**config.mk**
```make
export PLATFORM = sky130hd
export DESIGN_NAME = multicycle_controller_flat
export DESIGN_NICKNAME = d
export VERILOG_FILES = /design/src/rtl/ctrl_pkg.sv /design/src/rtl/multicycle_controller_if.sv /design/src/rtl/multicycle_controller_alu_decoder.sv /design/src/rtl/multicycle_controller.sv /design/src/flat_wrapper.sv
export SDC_FILE = /design/constraint.sdc
export NUM_CORES = 1
export LEC_CHECK = 0
export CAP_MARGIN = 20
export CORE_MARGIN = 5
export CORE_UTILIZATION = 45
export CTS_CLUSTER_DIAMETER = 100
export DETAILED_ROUTE_END_ITERATION = 8
export MAX_ROUTING_LAYER = met4
export PLACE_DENSITY = 0.77
export RECOVER_POWER = 50
export REMOVE_ABC_BUFFERS = 1
export SETUP_SLACK_MARGIN = 0.05
export SLEW_MARGIN = 5
export SYNTH_ARGS = -nofsm -noshare
export SYNTH_HDL_FRONTEND = slang
export SYNTH_SLANG_ARGS = --single-unit
```
**constraint.sdc**
```tcl
create_clock -name clk -period 2.3 [get_ports clk]
set_clock_uncertainty 0.1 [all_clocks]
set_input_delay 0.46 -clock clk [delete_from_list [all_inputs] [get_ports clk]]
set_output_delay 0.46 -clock clk [all_outputs]
set_load 0.02 [all_outputs]
```
**src/rtl/ctrl_pkg.sv**
```systemverilog
// Shared types and encodings for the multi-cycle RV64 control FSM.
package ctrl_pkg;

  typedef enum logic [3:0] {
    IDLE, FETCH, DECODE, EXEC, MEM_ADDR, MEM_RD, MEM_WR, WB_ALU, WB_MEM, TRAP
  } state_t;

  typedef enum logic [2:0] {
    CLS_R, CLS_IMM, CLS_LOAD, CLS_STORE, CLS_BAD
  } op_class_t;

  localparam logic [6:0] OP_R     = 7'b0110011;
  localparam logic [6:0] OP_IMM   = 7'b0010011;
  localparam logic [6:0] OP_LOAD  = 7'b0000011;
  localparam logic [6:0] OP_STORE = 7'b0100011;

  localparam logic [2:0] F3_DWORD = 3'b011;
  localparam logic [6:0] F7_BASE  = 7'b0000000;
  localparam logic [6:0] F7_ALT   = 7'b0100000;

  localparam logic [3:0] ALU_AND = 4'b0000;
  localparam logic [3:0] ALU_OR  = 4'b0001;
  localparam logic [3:0] ALU_ADD = 4'b0010;
  localparam logic [3:0] ALU_XOR = 4'b0011;
  localparam logic [3:0] ALU_SLL = 4'b0100;
  localparam logic [3:0] ALU_SRL = 4'b0101;
  localparam logic [3:0] ALU_SUB = 4'b0110;
  localparam logic [3:0] ALU_SLT = 4'b0111;
  localparam logic [3:0] ALU_SRA = 4'b1000;

  localparam logic [1:0] TRAP_NONE    = 2'b00;
  localparam logic [1:0] TRAP_ILLEGAL = 2'b01;
  localparam logic [1:0] TRAP_TIMEOUT = 2'b10;

  function automatic op_class_t classify(input logic [6:0] opcode);
    case (opcode)
      OP_R:     return CLS_R;
      OP_IMM:   return CLS_IMM;
      OP_LOAD:  return CLS_LOAD;
      OP_STORE: return CLS_STORE;
      default:  return CLS_BAD;
    endcase
  endfunction

endpackage

```
**src/rtl/multicycle_controller_if.sv**
```systemverilog
// Controller <-> datapath/memory bus: instruction fields in, control strobes out.
interface multicycle_controller_if #(parameter int ALU_CC_W = 4);
  logic [6:0]          opcode;
  logic [2:0]          funct3;
  logic [6:0]          funct7;
  logic                mem_ready;
  logic                PCWrite;
  logic                IRWrite;
  logic                RegWrite;
  logic                MemtoReg;
  logic                ALUsrc;
  logic                MemRead;
  logic                MemWrite;
  logic [ALU_CC_W-1:0] ALU_CC;

  modport master (
    input  opcode, funct3, funct7, mem_ready,
    output PCWrite, IRWrite, RegWrite, MemtoReg, ALUsrc, MemRead, MemWrite, ALU_CC
  );

  modport slave (
    output opcode, funct3, funct7, mem_ready,
    input  PCWrite, IRWrite, RegWrite, MemtoReg, ALUsrc, MemRead, MemWrite, ALU_CC
  );
endinterface

```
**src/rtl/multicycle_controller_alu_decoder.sv**
```systemverilog
// Combinational decode of opcode class + funct fields into an ALU code and legality flag.
module alu_decoder
  import ctrl_pkg::*;
(
  input  op_class_t   op_class,
  input  logic [2:0]  funct3,
  input  logic [6:0]  funct7,
  output logic [3:0]  alu_cc,
  output logic        illegal
);

  logic f7_base, f7_alt;
  assign f7_base = (funct7 == F7_BASE);
  assign f7_alt  = (funct7 == F7_ALT);

  always_comb begin
    alu_cc  = ALU_ADD;
    illegal = 1'b0;
    case (op_class)
      CLS_R: begin
        // only add/sub and srl/sra have an alternate funct7
        illegal = !(f7_base || (f7_alt && (funct3 == 3'b000 || funct3 == 3'b101)));
        case (funct3)
          3'b000:  alu_cc = f7_alt ? ALU_SUB : ALU_ADD;
          3'b001:  alu_cc = ALU_SLL;
          3'b010:  alu_cc = ALU_SLT;
          3'b100:  alu_cc = ALU_XOR;
          3'b101:  alu_cc = f7_alt ? ALU_SRA : ALU_SRL;
          3'b110:  alu_cc = ALU_OR;
          3'b111:  alu_cc = ALU_AND;
          default: illegal = 1'b1;
        endcase
      end
      CLS_IMM: begin
        // funct7 is immediate data except for the shift forms
        case (funct3)
          3'b000:  alu_cc = ALU_ADD;
          3'b001: begin
            alu_cc  = ALU_SLL;
            illegal = !(f7_base || f7_alt);
          end
          3'b010:  alu_cc = ALU_SLT;
          3'b100:  alu_cc = ALU_XOR;
          3'b101: begin
            alu_cc  = f7_alt ? ALU_SRA : ALU_SRL;
            illegal = !(f7_base || f7_alt);
          end
          3'b110:  alu_cc = ALU_OR;
          3'b111:  alu_cc = ALU_AND;
          default: illegal = 1'b1;
        endcase
      end
      CLS_LOAD, CLS_STORE: illegal = (funct3 != F3_DWORD);
      default:             illegal = 1'b1;
    endcase
  end

endmodule

```
**src/rtl/multicycle_controller.sv**
```systemverilog
// Multi-cycle control FSM for the RV64 datapath: fetch/decode/exec/mem/wb sequencing,
// memory-ready stall with timeout trap, illegal-instruction trap and retire counter.
module multicycle_controller
  import ctrl_pkg::*;
#(
  parameter int ALU_CC_W    = 4,
  parameter int MEM_TIMEOUT = 16,
  parameter int CNT_W       = 32
) (
  input  logic                     clk,
  input  logic                     reset,
  multicycle_controller_if.master  bus,
  output logic                     instr_done,
  output logic                     trap,
  output logic [1:0]               trap_cause,
  output logic [CNT_W-1:0]         retired
);

  localparam int WAIT_W = $clog2(MEM_TIMEOUT + 1);
  localparam logic [WAIT_W-1:0] WAIT_LAST = WAIT_W'(MEM_TIMEOUT - 1);

  state_t            state, state_d;
  op_class_t         dec_cls;
  logic [3:0]        dec_cc, alu_cc_q;
  logic              dec_illegal;
  logic              imm_q, store_q;
  logic [WAIT_W-1:0] wait_cnt;
  logic              trap_set;
  logic [1:0]        cause_d;
  logic              done;
  logic              pc_write, ir_write, reg_write, mem_to_reg, alu_src, mem_read, mem_write;

  assign dec_cls = classify(bus.opcode);

  alu_decoder u_alu_decoder (
    .op_class (dec_cls),
    .funct3   (bus.funct3),
    .funct7   (bus.funct7),
    .alu_cc   (dec_cc),
    .illegal  (dec_illegal)
  );

  always_ff @(posedge clk) begin
    if (reset) begin
      state      <= IDLE;
      alu_cc_q   <= '0;
      imm_q      <= 1'b0;
      store_q    <= 1'b0;
      wait_cnt   <= '0;
      trap       <= 1'b0;
      trap_cause <= TRAP_NONE;
      retired    <= '0;
    end else begin
      state <= state_d;
      if (state == DECODE) begin
        alu_cc_q <= dec_cc;
        imm_q    <= (dec_cls == CLS_IMM);
        store_q  <= (dec_cls == CLS_STORE);
      end
      if (state == MEM_ADDR)
        wait_cnt <= '0;
      else if ((state == MEM_RD || state == MEM_WR) && !bus.mem_ready)
        wait_cnt <= wait_cnt + WAIT_W'(1);
      if (trap_set) begin
        trap       <= 1'b1;
        trap_cause <= cause_d;
      end
      if (done)
        retired <= retired + CNT_W'(1);
    end
  end

  always_comb begin
    state_d    = state;
    trap_set   = 1'b0;
    cause_d    = TRAP_NONE;
    done       = 1'b0;
    pc_write   = 1'b0;
    ir_write   = 1'b0;
    reg_write  = 1'b0;
    mem_to_reg = 1'b1;
    alu_src    = 1'b0;
    mem_read   = 1'b0;
    mem_write  = 1'b0;
    case (state)
      IDLE: begin
        mem_to_reg = 1'b0;
        state_d    = FETCH;
      end
      FETCH: begin
        ir_write = 1'b1;
        pc_write = 1'b1;
        state_d  = DECODE;
      end
      DECODE: begin
        if (dec_illegal) begin
          state_d  = TRAP;
          trap_set = 1'b1;
          cause_d  = TRAP_ILLEGAL;
        end else if (dec_cls == CLS_LOAD || dec_cls == CLS_STORE)
          state_d = MEM_ADDR;
        else
          state_d = EXEC;
      end
      EXEC: begin
        alu_src = imm_q;
        state_d = WB_ALU;
      end
      MEM_ADDR: begin
        alu_src = 1'b1;
        state_d = store_q ? MEM_WR : MEM_RD;
      end
      MEM_RD, MEM_WR: begin
        alu_src   = 1'b1;
        mem_read  = (state == MEM_RD);
        mem_write = (state == MEM_WR);
        // completion wins over a timeout reached in the same cycle
        if (bus.mem_ready) begin
          state_d = (state == MEM_RD) ? WB_MEM : FETCH;
          done    = (state == MEM_WR);
        end else if (wait_cnt == WAIT_LAST) begin
          state_d  = TRAP;
          trap_set = 1'b1;
          cause_d  = TRAP_TIMEOUT;
        end
      end
      WB_ALU: begin
        reg_write = 1'b1;
        alu_src   = imm_q;
        done      = 1'b1;
        state_d   = FETCH;
      end
      WB_MEM: begin
        reg_write  = 1'b1;
        mem_to_reg = 1'b0;
        done       = 1'b1;
        state_d    = FETCH;
      end
      TRAP:    state_d = TRAP;
      default: state_d = IDLE;
    endcase
  end

  assign instr_done   = done;
  assign bus.PCWrite  = pc_write;
  assign bus.IRWrite  = ir_write;
  assign bus.RegWrite = reg_write;
  assign bus.MemtoReg = mem_to_reg;
  assign bus.ALUsrc   = alu_src;
  assign bus.MemRead  = mem_read;
  assign bus.MemWrite = mem_write;
  assign bus.ALU_CC   = ALU_CC_W'(alu_cc_q);

endmodule

```
**src/flat_wrapper.sv**
```systemverilog
// flat-port wrapper written by rule: the top's interface ports become plain ports
module multicycle_controller_flat import ctrl_pkg::*;
#(
  parameter int ALU_CC_W    = 4,
  parameter int MEM_TIMEOUT = 16,
  parameter int CNT_W       = 32
)
  (clk, reset, instr_done, trap, trap_cause, retired, bus_opcode, bus_funct3, bus_funct7, bus_mem_ready, bus_PCWrite, bus_IRWrite, bus_RegWrite, bus_MemtoReg, bus_ALUsrc, bus_MemRead, bus_MemWrite, bus_ALU_CC);
  multicycle_controller_if #(.ALU_CC_W(ALU_CC_W)) bus_i ();
  input  logic clk;
  input  logic reset;
  output logic instr_done;
  output logic trap;
  output logic [1:0] trap_cause;
  output logic [CNT_W-1:0] retired;
  input wire logic [$bits(bus_i.opcode)-1:0] bus_opcode;
  input wire logic [$bits(bus_i.funct3)-1:0] bus_funct3;
  input wire logic [$bits(bus_i.funct7)-1:0] bus_funct7;
  input wire logic [$bits(bus_i.mem_ready)-1:0] bus_mem_ready;
  output wire logic [$bits(bus_i.PCWrite)-1:0] bus_PCWrite;
  output wire logic [$bits(bus_i.IRWrite)-1:0] bus_IRWrite;
  output wire logic [$bits(bus_i.RegWrite)-1:0] bus_RegWrite;
  output wire logic [$bits(bus_i.MemtoReg)-1:0] bus_MemtoReg;
  output wire logic [$bits(bus_i.ALUsrc)-1:0] bus_ALUsrc;
  output wire logic [$bits(bus_i.MemRead)-1:0] bus_MemRead;
  output wire logic [$bits(bus_i.MemWrite)-1:0] bus_MemWrite;
  output wire logic [$bits(bus_i.ALU_CC)-1:0] bus_ALU_CC;
  assign bus_i.opcode = bus_opcode;
  assign bus_i.funct3 = bus_funct3;
  assign bus_i.funct7 = bus_funct7;
  assign bus_i.mem_ready = bus_mem_ready;
  assign bus_PCWrite = bus_i.PCWrite;
  assign bus_IRWrite = bus_i.IRWrite;
  assign bus_RegWrite = bus_i.RegWrite;
  assign bus_MemtoReg = bus_i.MemtoReg;
  assign bus_ALUsrc = bus_i.ALUsrc;
  assign bus_MemRead = bus_i.MemRead;
  assign bus_MemWrite = bus_i.MemWrite;
  assign bus_ALU_CC = bus_i.ALU_CC;
  multicycle_controller #(.ALU_CC_W(ALU_CC_W), .MEM_TIMEOUT(MEM_TIMEOUT), .CNT_W(CNT_W)) u_core (.clk(clk), .reset(reset), .bus(bus_i), .instr_done(instr_done), .trap(trap), .trap_cause(trap_cause), .retired(retired));
endmodule
```
==> key figures <==
Worst setup path
  • Crit-path max cell delay: just over 0.6 ns
  • CP Data Arrival Time: approximately 2.5 ns
  • CP Capture Type: flip-flop
  • CP Launch Type: flip-flop
  • WS Path Type: flip-flop to flip-flop
  • Flop-to-flop setup slack: -0.04 ns
  • Slowest CP cell: or4b_4
  • Maximum fanout along the worst path: 6
  • CP Cell Sequence: nor4b_4 > a31oi_4 > or4b_4 > buf_16 > or4_4 > a21oi_2
  • Reg2Reg Depth: 6
  • Crit path max-delay family: simple AND/OR/NAND/NOR gates
  • WP buf/inv: 1
  • Worst r2r dst: u_core.retired[25]
  • Reg2reg start: u_core.state[1]
  • WP data required: 2.45 ns

Detailed routing
  • Met2 wire length: between 3000 and 4000 um
  • Wire per inst: between 10 and 15 um
  • DR vias: roughly 2900
  • Met3 wire length: roughly 390 um
  • DRC viols: 0
  • Antenna Violating Nets Remaining: 0
  • WL met1: roughly 3000 um
  • Drt first pass iters: 4
  • Top sig layer: met4
  • Final Routed Wirelength: about 7400 um
  • Starting DRT DRC Count: ~150
  • Vias per inst: approximately 5.7

STA
  • RSZ-0062 raised after global routing: yes
  • Hold Fails Final Rpt: 0
  • Final WS setup: -0.0405 ns
  • Worst hold slack: about 0.36 ns
  • Worst-margin pin slew: 0.442 ns
  • Rel. slew slack: 70.1%
  • Max Freq: approximately 430 MHz
  • Setup violations, final: 5
  • Period utilisation layout: 102%
  • Post-layout min period: ~2.3 ns
  • Final Max Slew Viols: 0

Placed design
  • DP Worst Slack: -0.466 ns
  • DP HPWL: ~5100 um
  • Placer Congestion: around 0.87
  • I/O Buffers: 66

Pwr
  • Peak supply drop: between 200 and 300 uV
  • Cell area power density: 520 nW/um^2
  • Pleak: ~1.4 nW

Clock network
  • Clock Sink Count: 50
  • Htree depth: 2
  • CTS buffer count: 5
  • Clock insertion delay at the later pin of the skew report: ~0.31 ns
  • TritonCTS clock tree: done
  • Clk slew on worst S/H paths: 0.10 ns
  • CTS Hold Buffers Added: 0
  • Clk buf depth: 2
  • Clock Root Buffer: clkbuf_8

Synthesis
  • Synthesized area per cell: between 7 and 8 sq um
  • Synth async-reset ratio: 0%
  • Cell taking the most area after synthesis: dfxtp_1
  • Seq cells post-synth: 50
  • Post-synth EDFFs: 0
  • Area contributors post-synth: dfxtp_1 (37%), a21oi_1 (6.1%), nor2_1 (4.4%)
  • Yosys top cell area share: between 30% and 40%
  • Netlist cell types: just over 50
  • Synthesized instance count: ~340
  • Area of the mapped netlist: between 2000 and 3000 sq um
  • Seq/Total Area, Yosys: a little under two fifths
  • Synth Warn #: 0
  • Ys flop type: dfxtp_1

Min path
  • HP Class: flip-flop to flip-flop
  • Worst Min Path Start: u_core.bus.ALU_CC[0]
  • Worst hold path endpoint: u_core.bus.ALU_CC[0]
  • Worst hold path depth: 2

GRT
  • Vias in the first global route: around 2700
  • Largest net degree at the start of global routing: 53
  • Gr usage total: 19.9%
  • Total gr overflow: 0
  • First-pass GRT wire length: around 12000 um
  • Initial antenna violation count: 0

Layout
  • Commonest cells after routing, fill and taps aside: clkdlybuf4s50_1 (53), dfxtp_1 (45), nor2_1 (32)
  • Commonest non-fill, non-tap cell in the layout: clkdlybuf4s50_1
  • Final nets: 453
  • Filler Cell Count: ~500
  • ANT cells: 0
  • Share of post-route cells with drive strength above 1: roughly a fifth
  • Area delta synth->final: 45.3%

Outcome
  • Outcome: complete, but fails checks
  • Failing checks: negative setup slack

Floorplanning
  • Row count: 28
  • Die Span Y: between 80 and 90 um
  • Io pins: 67
  • Die X: about 87 um
  • Core ar.: 5890 sq um
  • Starting Density: around 46%
  • Die ar.: ~7600 sq um

Run
  • Max-Cap Viols: 0
[cell type report]
cell class              count  area, sq um  area share, %
clock buffers               6         72.6           1.85
clock inverters             2         37.5          0.957
inverters                  10         37.5          0.957
multi-input cells         259         1680           42.9
flip-flops and latches     50         1010           25.7
well taps                  75         93.8           2.39
repair buffers            104          990           25.2
[state kept, by name (all words and copies together) (netlist names)]
| signal | count |
|---|---|
| u_core.bus.ALU_CC | 4 |
| u_core.imm_q | 1 |
| u_core.retired | 32 |
| u_core.state | 4 |
| u_core.store_q | 1 |
| u_core.trap | 1 |
| u_core.trap_cause | 2 |
| u_core.wait_cnt | 5 |
[worst min-delay path: cells and delay by family, from the launching register on]
| kind | cells | cell delay, ns |
|---|---|---|
| flops | 1 | 0.32 |
| compound gates | 1 | 0.05 |
| simple gates | 1 | 0.05 |
[Yosys cell counts, types with 3 or more instances]
master and n:
dfxtp_1 50, a21oi_1 33, nor2_1 32, nand2_1 31, o21ai_0 16, clkbuf_1 15, nand3_1 15, or4_1 13
o31ai_1 12, inv_1 10, nor3_1 10, xnor2_1 9, nand2b_1 8, or3_1 8, a31oi_1 5, nor4_1 5
nor4b_1 5, and4_1 4, xor2_1 4, a31o_2 3, ha_1 3, mux2i_1 3, nand4_1 3, o22ai_1 3
or2_2 3
[what timing repair did]
item	CTS	global route
cloned	2	0
setup buffers	1	0
gates resized for setup	31	27
endpoints found under the setup margin	31	28
pin swaps	30	12
[through the flow]
stage,util (%),cell area (sq um),TNS (ns),total power [mW],cells
floorplan,-,2610,-6.77,1.19,319
finish,66.6,3920,-0.107,2.04,506
global route,66.6,3920,-0.825,2.13,506
CTS,65.8,3870,0,2.05,506
global placement,61.8,3640,-9.18,1.42,495
detailed placement,61.8,3640,-10.31,1.43,495
[report_power, final]
part	switching, mW	internal (mW)
clock network	0.301	0.325
logic	0.280	0.211
registers	0.0254	0.896
total	0.606	1.43
[logic make-up (layout without fill, tap and decap cells)]
group	Yosys count	count (layout)	synth area share, %
AO/OA/AOI/OAI	86	86	19.8
XOR/XNOR	13	13	4.22
adder cells (fa/ha/maj)	3	3	1.39
buffers and inverters	29	122	4.77
flip-flops	50	50	37.1
multiplexers	3	3	1.11
AND/OR/NAND/NOR	154	154	31.6
[worst max path at each step]
stage / cells after the start / from / endpoint / slack (ns)
floorplan: 5 / u_core.state[0] / u_core.retired[24] / -0.50
global placement: 7 / bus_mem_ready / u_core.retired[27] / -0.40
detailed placement: 6 / bus_funct7[1] / u_core.bus.ALU_CC[2] / -0.47
CTS: 6 / u_core.state[0] / u_core.retired[17] / 0.009
global route: 6 / u_core.state[1] / u_core.retired[25] / -0.12
finish: 6 / u_core.state[1] / u_core.retired[25] / -0.04
[routing by layer]
| layer | vias up | global-route usage [%] |
|---|---|---|
| li1 | 1426 | - |
| met1 | 1347 | 23.7 |
| met2 | 80 | 34.2 |
| met3 | 6 | 3.88 |
| met4 | 0 | 5.02 |
| met5 | - | - |
Power figures use the tool's default switching activity.
==> RTL change 1 (config.mk and constraints unchanged) <==
Encoding of `state_t`: now one-hot (10 bits for 10 states).
--- a/src/rtl/ctrl_pkg.sv
+++ b/src/rtl/ctrl_pkg.sv
@@ -1,8 +1,8 @@
 // Shared types and encodings for the multi-cycle RV64 control FSM.
 package ctrl_pkg;
 
-  typedef enum logic [3:0] {
-    IDLE, FETCH, DECODE, EXEC, MEM_ADDR, MEM_RD, MEM_WR, WB_ALU, WB_MEM, TRAP
+  typedef enum logic [9:0] {
+    IDLE = 10'b0000000001, FETCH = 10'b0000000010, DECODE = 10'b0000000100, EXEC = 10'b0000001000, MEM_ADDR = 10'b0000010000, MEM_RD = 10'b0000100000, MEM_WR = 10'b0001000000, WB_ALU = 10'b0010000000, WB_MEM = 10'b0100000000, TRAP = 10'b1000000000
   } state_t;
 
   typedef enum logic [2:0] {
Behaviour: same outputs for any inputs over 10 cycles, from zero or initial values and one cycle with reset high; not proved beyond that.
==> RTL change 1 against the original RTL <==
Routed wire length rose by 9.4%. Cell area rose by 10%. Die area up 7.0%. Sequential share of layout area increased by 0.52 points. Via count is 6.2% higher. Setup slack better by 0.073 ns. Register-to-register slack gained 0.10 ns. Largest power group unchanged. Largest cell class unchanged. Hold slack improved by 0.014 ns. Count of clock-buffer cells in the layout did not move. Non-clock buffer count up 21. Area after synthesis grew 8.0%. Sequential cell count rose by 6. Total power fell by 12%.
==> RTL change 1: results (changes against the original RTL) <==
Clock tree
  – Clock root cell: clkbuf_8 (unchanged)
  – Clk pin slew, worst setup/hold paths: 0.10 ns (about the same)

Logic synthesis
  – Post-synthesis sequential area ratio: 38.5% (was 37.1%)
  – Top area cells in the synthesized netlist: dfxtp_1 (38%), xnor2_1 (5.1%), nor2_1 (4.9%), a21oi_1 (4.8%), o31ai_1 (4.4%) (was dfxtp_1 (37%), a21oi_1 (6.1%), nor2_1 (4.4%), nand2_1 (4.3%), or4_1 (3.6%))
  – Synth top cells by count: dfxtp_1 (56), nor2_1 (38), a21oi_1 (28) (was dfxtp_1 (50), a21oi_1 (33), nor2_1 (32))
  – Cells after Synth: 350 (was 338)

Power and ir drop
  – Peak VDD IR: 0.363 mV (was 0.288 mV)
  – LEAKAGE: 1.48 nW (was 1.36 nW)

Placement
  – Setup WS pre-CTS: -0.469 ns (was -0.466 ns)
  – Final HPWL DP: 5.60 mm (was 5.08 mm)
  – DP Cell Count: 521 (was 495)
  – GPL Wtd Cong: 0.873 (was 0.866)
  – Cell Area, Placed: 3940 um^2 (was 3640 um^2)

Global routing
  – Pin count of the biggest net entering global routing: 32 (was 53)
  – Global-route wire length before repair: 13.5 mm (was 12.0 mm)

Setup path
  – Data arrival, critical path: 1.71 ns (was 2.49 ns)
  – Crit Path Max Fanout: 3 (was 6)

Final layout
  – Post-layout nets: 486 (was 453)
  – Layout cells sized above 1: 27.6% (was 19.0%)
  – Regs by FF count: u_core.retired x32, u_core.state x10, u_core.wait_cnt x5 (was u_core.retired x32, u_core.wait_cnt x5)
  – Non-Filler Instances: 541 (was 506)
  – Filler cells: 520 (was 495)

Timing
  – Least-Margin Pin Slew: 0.580 ns (was 0.442 ns)

Outcome
  – Status: finished, final reports clean (was finished, violations left)

Drt
  – Number of DRC markers in iteration 0: 149 (was 148)
  – DR vias: 3,037 (was 2,859)
  – DR WL/cell: 15.0 um (was 14.6 um)

Hold path
  – Tightest Hold Check Type: reg2reg (unchanged)
[RTL change 1: cell types whose count changed in the layout (fill, tap and decap cells not counted), sizes merged, moves of 6 or more]
cell | before | now
a31oi | 6 | 0
buf | 35 | 68
dfxtp | 50 | 56
dlygate4sd2 | 7 | 1
nand2 | 31 | 24
nand4 | 3 | 13
nor2 | 32 | 38
o21ai | 16 | 9
xnor2 | 9 | 17
[RTL change 1: area by class of cell]
type / instances / area, um^2 / area share, %
Clock inverter: 2 / 16.3 / 0.376
Tap cell: 77 / 96.3 / 2.22
Timing Repair Buffer: 125 / 1100 / 25.5
Multi-Input combinational cell: 268 / 1880 / 43.3
Inverter: 7 / 26.3 / 0.607
Clock buffer: 6 / 72.6 / 1.68
Sequential cell: 56 / 1140 / 26.3
[RTL change 1: logic make-up after synthesis]
group	Yosys count	synth area share [%]
and+or+nand+nor	170	33.6
AOI/OAI and AO/OA	72	16.1
adders and majority gates	3	1.29
DFF	56	38.5
buffers and inverters	26	3.52
xor gates and xnor gates	20	6.01
muxes	3	1.03
[RTL change 1: path summary, 6_finish.rpt]
check	start	to	slack [ns]	cells after the start
worst max-delay path	u_core.state[0]$_SDFFE_PP1P_	bus_ALUsrc	0.03	8
worst min-delay path	u_core.bus.ALU_CC[1]$_SDFFE_PP0N_	u_core.bus.ALU_CC[1]$_SDFFE_PP0N_	0.37	2
worst max register to register	u_core.state[4]$_SDFFE_PP0P_	u_core.retired[18]$_SDFFE_PP0P_	0.06	9
worst min register to register	u_core.bus.ALU_CC[1]$_SDFFE_PP0N_	u_core.bus.ALU_CC[1]$_SDFFE_PP0N_	0.37	2
[RTL change 1: worst max-delay path, cell delays in order (launching register included)]
cell and delay (ns):
dfxtp_2 0.33, nor4_2 0.25, buf_4 0.17, nand2_4 0.05, nor2_4 0.10, buf_6 0.11
o211ai_1 0.12, nand2_1 0.13, buf_6 0.12
[RTL change 1: power by group through the flow]
stage                     Sequential (W)  Combinational (W)  Clock, W
after global routing            0.000981           0.000275  0.000601
after CTS                       0.000981           0.000231  0.000565
final                           0.000979           0.000252  0.000561
after detailed placement         0.00100           0.000223         0
after floorplan                  0.00101          0.0000800         0
after global placement           0.00100           0.000219         0
[RTL change 1: routing by layer]
layer / track usage, % / part of all wire, % / routed length, um / up-vias
met1: 23.2 / 43 / 3460 / 1441
met3: 2.83 / 4.2 / 342 / 9
met5: - / 0 / 0 / -
met4: 7.20 / 1.4 / 110 / 0
li1: - / - / - / 1521
met2: 33.7 / 52 / 4190 / 66
[RTL change 1: timing repair]
item,4_1_cts,5_1_grt
setup buffers,4,6
resized for setup,54,51
cloned,2,1
pin swaps,29,25
endpoints found under the setup margin,24,23
==> RTL change 2 (same flow settings) <==
Without the edit above. `MEM_TIMEOUT` is set to 16 in 2 places; all go to 32.
--- a/src/rtl/multicycle_controller.sv
+++ b/src/rtl/multicycle_controller.sv
@@ -4,7 +4,7 @@
   import ctrl_pkg::*;
 #(
   parameter int ALU_CC_W    = 4,
-  parameter int MEM_TIMEOUT = 16,
+  parameter int MEM_TIMEOUT = 32,
   parameter int CNT_W       = 32
 ) (
   input  logic                     clk,
--- a/src/flat_wrapper.sv
+++ b/src/flat_wrapper.sv
@@ -2,7 +2,7 @@
 module multicycle_controller_flat import ctrl_pkg::*;
 #(
   parameter int ALU_CC_W    = 4,
-  parameter int MEM_TIMEOUT = 16,
+  parameter int MEM_TIMEOUT = 32,
   parameter int CNT_W       = 32
 )
   (clk, reset, instr_done, trap, trap_cause, retired, bus_opcode, bus_funct3, bus_funct7, bus_mem_ready, bus_PCWrite, bus_IRWrite, bus_RegWrite, bus_MemtoReg, bus_ALUsrc, bus_MemRead, bus_MemWrite, bus_ALU_CC);
Check against the original RTL: no difference found for any inputs over 10 cycles, from zero or initial values and one cycle with reset high; that may be too few to reach the edited logic, so the function may still have changed.
==> RTL change 2 against the original RTL <==
The flow still finishes with violations (setup timing). Setup slack gained 0.033 ns. Sequential cell count grew 1. Total power shrank 13%. Critical path depth is the same. Area after synthesis grew 0.23%. Synthesized cell count grew 1.2%. Register-to-register slack gained 0.05 ns. Count of clock-buffer cells in the layout grew 2. Routed wire length shrank 2.9%. Sequential power shrank 2%. Cell area shrank 3.1%. Sequential share of layout area grew 1.1 points. Core utilization shrank 2.0 points. Largest power group unchanged.
==> RTL change 2: results (changes against the original RTL) <==
Power and ir drop
  – Peak VDD IR: 0.293 mV (was 0.288 mV)
  – Comb group: 0.000302 W (was 0.000491 W)
  – Comb pwr share: 17.1% (was 24.1%)
  – Sequential Power Share: 51.3% (was 45.2%)
  – LEAKAGE: 1.32 nW (was 1.36 nW)

Setup path
  – Crit Path Max Fanout: 8 (was 6)
  – CP max stage cell: or4_4 (was or4b_4)
  – Worst reg-to-reg path cell count: 5 (was 6)
  – Crit path from: bus_mem_ready (was u_core.state[1]$_SDFFE_PP0P_)
  – R2R setup slack: 0.01 ns (was -0.04 ns)
  – Data arrival, critical path: 2.45 ns (was 2.49 ns)
  – Max stage delay on crit path: 0.55 ns (was 0.61 ns)
  – Worst setup SP type: primary input (was flop)

Clock tree
  – Max clock buf depth: 2 (unchanged)
  – Clock root cell: clkbuf_8 (unchanged)
  – Buffers inserted by post-CTS timing repair: 4 (was 1)
  – Skew-Pair Late Insertion Delay: 0.30 ns
  – Post_cts resized: 17 (was 31)

Global routing
  – GRT Overall Usage: 19.3% (was 19.9%)
  – Global-route wire length before repair: 11.7 mm (was 12.0 mm)
  – GR Util met1: 26.1% (was 23.7%)
  – Vias in the first global route: 2,482 (was 2,704)
  – M2 GR Usage: 30.0% (was 34.2%)
  – Pin count of the biggest net entering global routing: 23 (was 53)

Logic synthesis
  – Post-synthesis sequential area ratio: 37.7% (was 37.1%)
  – Yosys reg bits: 51 (was 50)
  – Synth cell types: 48 (was 51)
  – Synthesis warning total: 0 (unchanged)
  – Synth top cells by count: dfxtp_1 (51), nor2_1 (35), a21oi_1 (33), nand2_1 (33), clkbuf_1 (16) (was dfxtp_1 (50), a21oi_1 (33), nor2_1 (32))
  – Cells after Synth: 342 (was 338)
  – Top area cells in the synthesized netlist: dfxtp_1 (38%), a21oi_1 (6.1%), nor2_1 (4.9%), nand2_1 (4.6%), xnor2_1 (4.5%) (was dfxtp_1 (37%), a21oi_1 (6.1%), nor2_1 (4.4%), nand2_1 (4.3%), or4_1 (3.6%))

Drt
  – Via density: 5.56 (was 5.65)
  – DR WL/cell: 14.1 um (was 14.6 um)
  – Number of DRC markers in iteration 0: 181 (was 148)
  – Met2 wire length: 3.44 mm (was 3.87 mm)
  – M1 wire length: 3.32 mm (was 3.07 mm)
  – Met3 WL: 333 um (was 394 um)
  – Drt first pass iters: 4 (unchanged)
  – Total Wirelength: 7.18 mm (was 7.40 mm)

Placement
  – Final HPWL DP: 5.17 mm (was 5.08 mm)
  – Cell Area, Placed: 3620 um^2 (was 3640 um^2)
  – Setup WS pre-CTS: -0.496 ns (was -0.466 ns)

Outcome
  – Status: finished, violations left (unchanged)
  – Failing checks: setup timing (unchanged)

Final layout
  – Regs by FF count: u_core.retired x32, u_core.wait_cnt x6 (was u_core.retired x32, u_core.wait_cnt x5)
  – Post-layout nets: 454 (was 453)
  – Filler cells: 508 (was 495)
  – Layout cells sized above 1: 15.7% (was 19.0%)

Timing
  – Total negative slack: -0.00711 ns (was -0.107 ns)
  – Final worst setup slack: -0.00711 ns (was -0.0405 ns)
  – Rel. slew slack: 61.0% (was 70.1%)
  – Final setup viols: 1 (was 5)
RTL change 2: changes by cell type after synthesis, sizes merged, moves of 4 or more:
cell / change
or4: -8
xor2: +4
nand4: +11
o31ai: -7
nor4: +4
nand3b: +4
o21ai: -4
nor4b: -5
xnor2: +5
a31oi: -4
RTL change 2: worst min-delay path by stage:
stage | from | slack [ns] | endpoint
3_3_place_gp | u_core.bus.ALU_CC[0]$_SDFFE_PP0P_ | 0.34 | u_core.bus.ALU_CC[0]$_SDFFE_PP0P_
5_1_grt | u_core.trap_cause[0]$_SDFFE_PP0P_ | 0.39 | u_core.trap_cause[0]$_SDFFE_PP0P_
3_5_place_dp | u_core.bus.ALU_CC[3]$_SDFFE_PP0P_ | 0.35 | u_core.bus.ALU_CC[3]$_SDFFE_PP0P_
4_1_cts | u_core.trap_cause[0]$_SDFFE_PP0P_ | 0.37 | u_core.trap_cause[0]$_SDFFE_PP0P_
6_report | u_core.trap_cause[0]$_SDFFE_PP0P_ | 0.36 | u_core.trap_cause[0]$_SDFFE_PP0P_
2_1_floorplan | u_core.store_q$_SDFFE_PP0P_ | 0.34 | u_core.store_q$_SDFFE_PP0P_
RTL change 2: layout make-up:
cell class              instances  area [um^2]  area share [%]
flip-flops and latches         51         1020            26.9
inverters                       8         30.0           0.790
multi-input cells             261         1610            42.3
well taps                      75         93.8            2.47
repair buffers                105          951            25.0
clock buffers                   8          100            2.63
RTL change 2: cell families after synthesis:
| family | after synthesis | share of synthesized area, % |
|---|---|---|
| simple gates | 163 | 32.0 |
| compound gates | 73 | 17.1 |
| flops | 51 | 37.7 |
| buf+inv | 30 | 4.76 |
| xor+xnor | 22 | 7.12 |
| fa+ha+maj | 2 | 0.924 |
| mux | 1 | 0.370 |
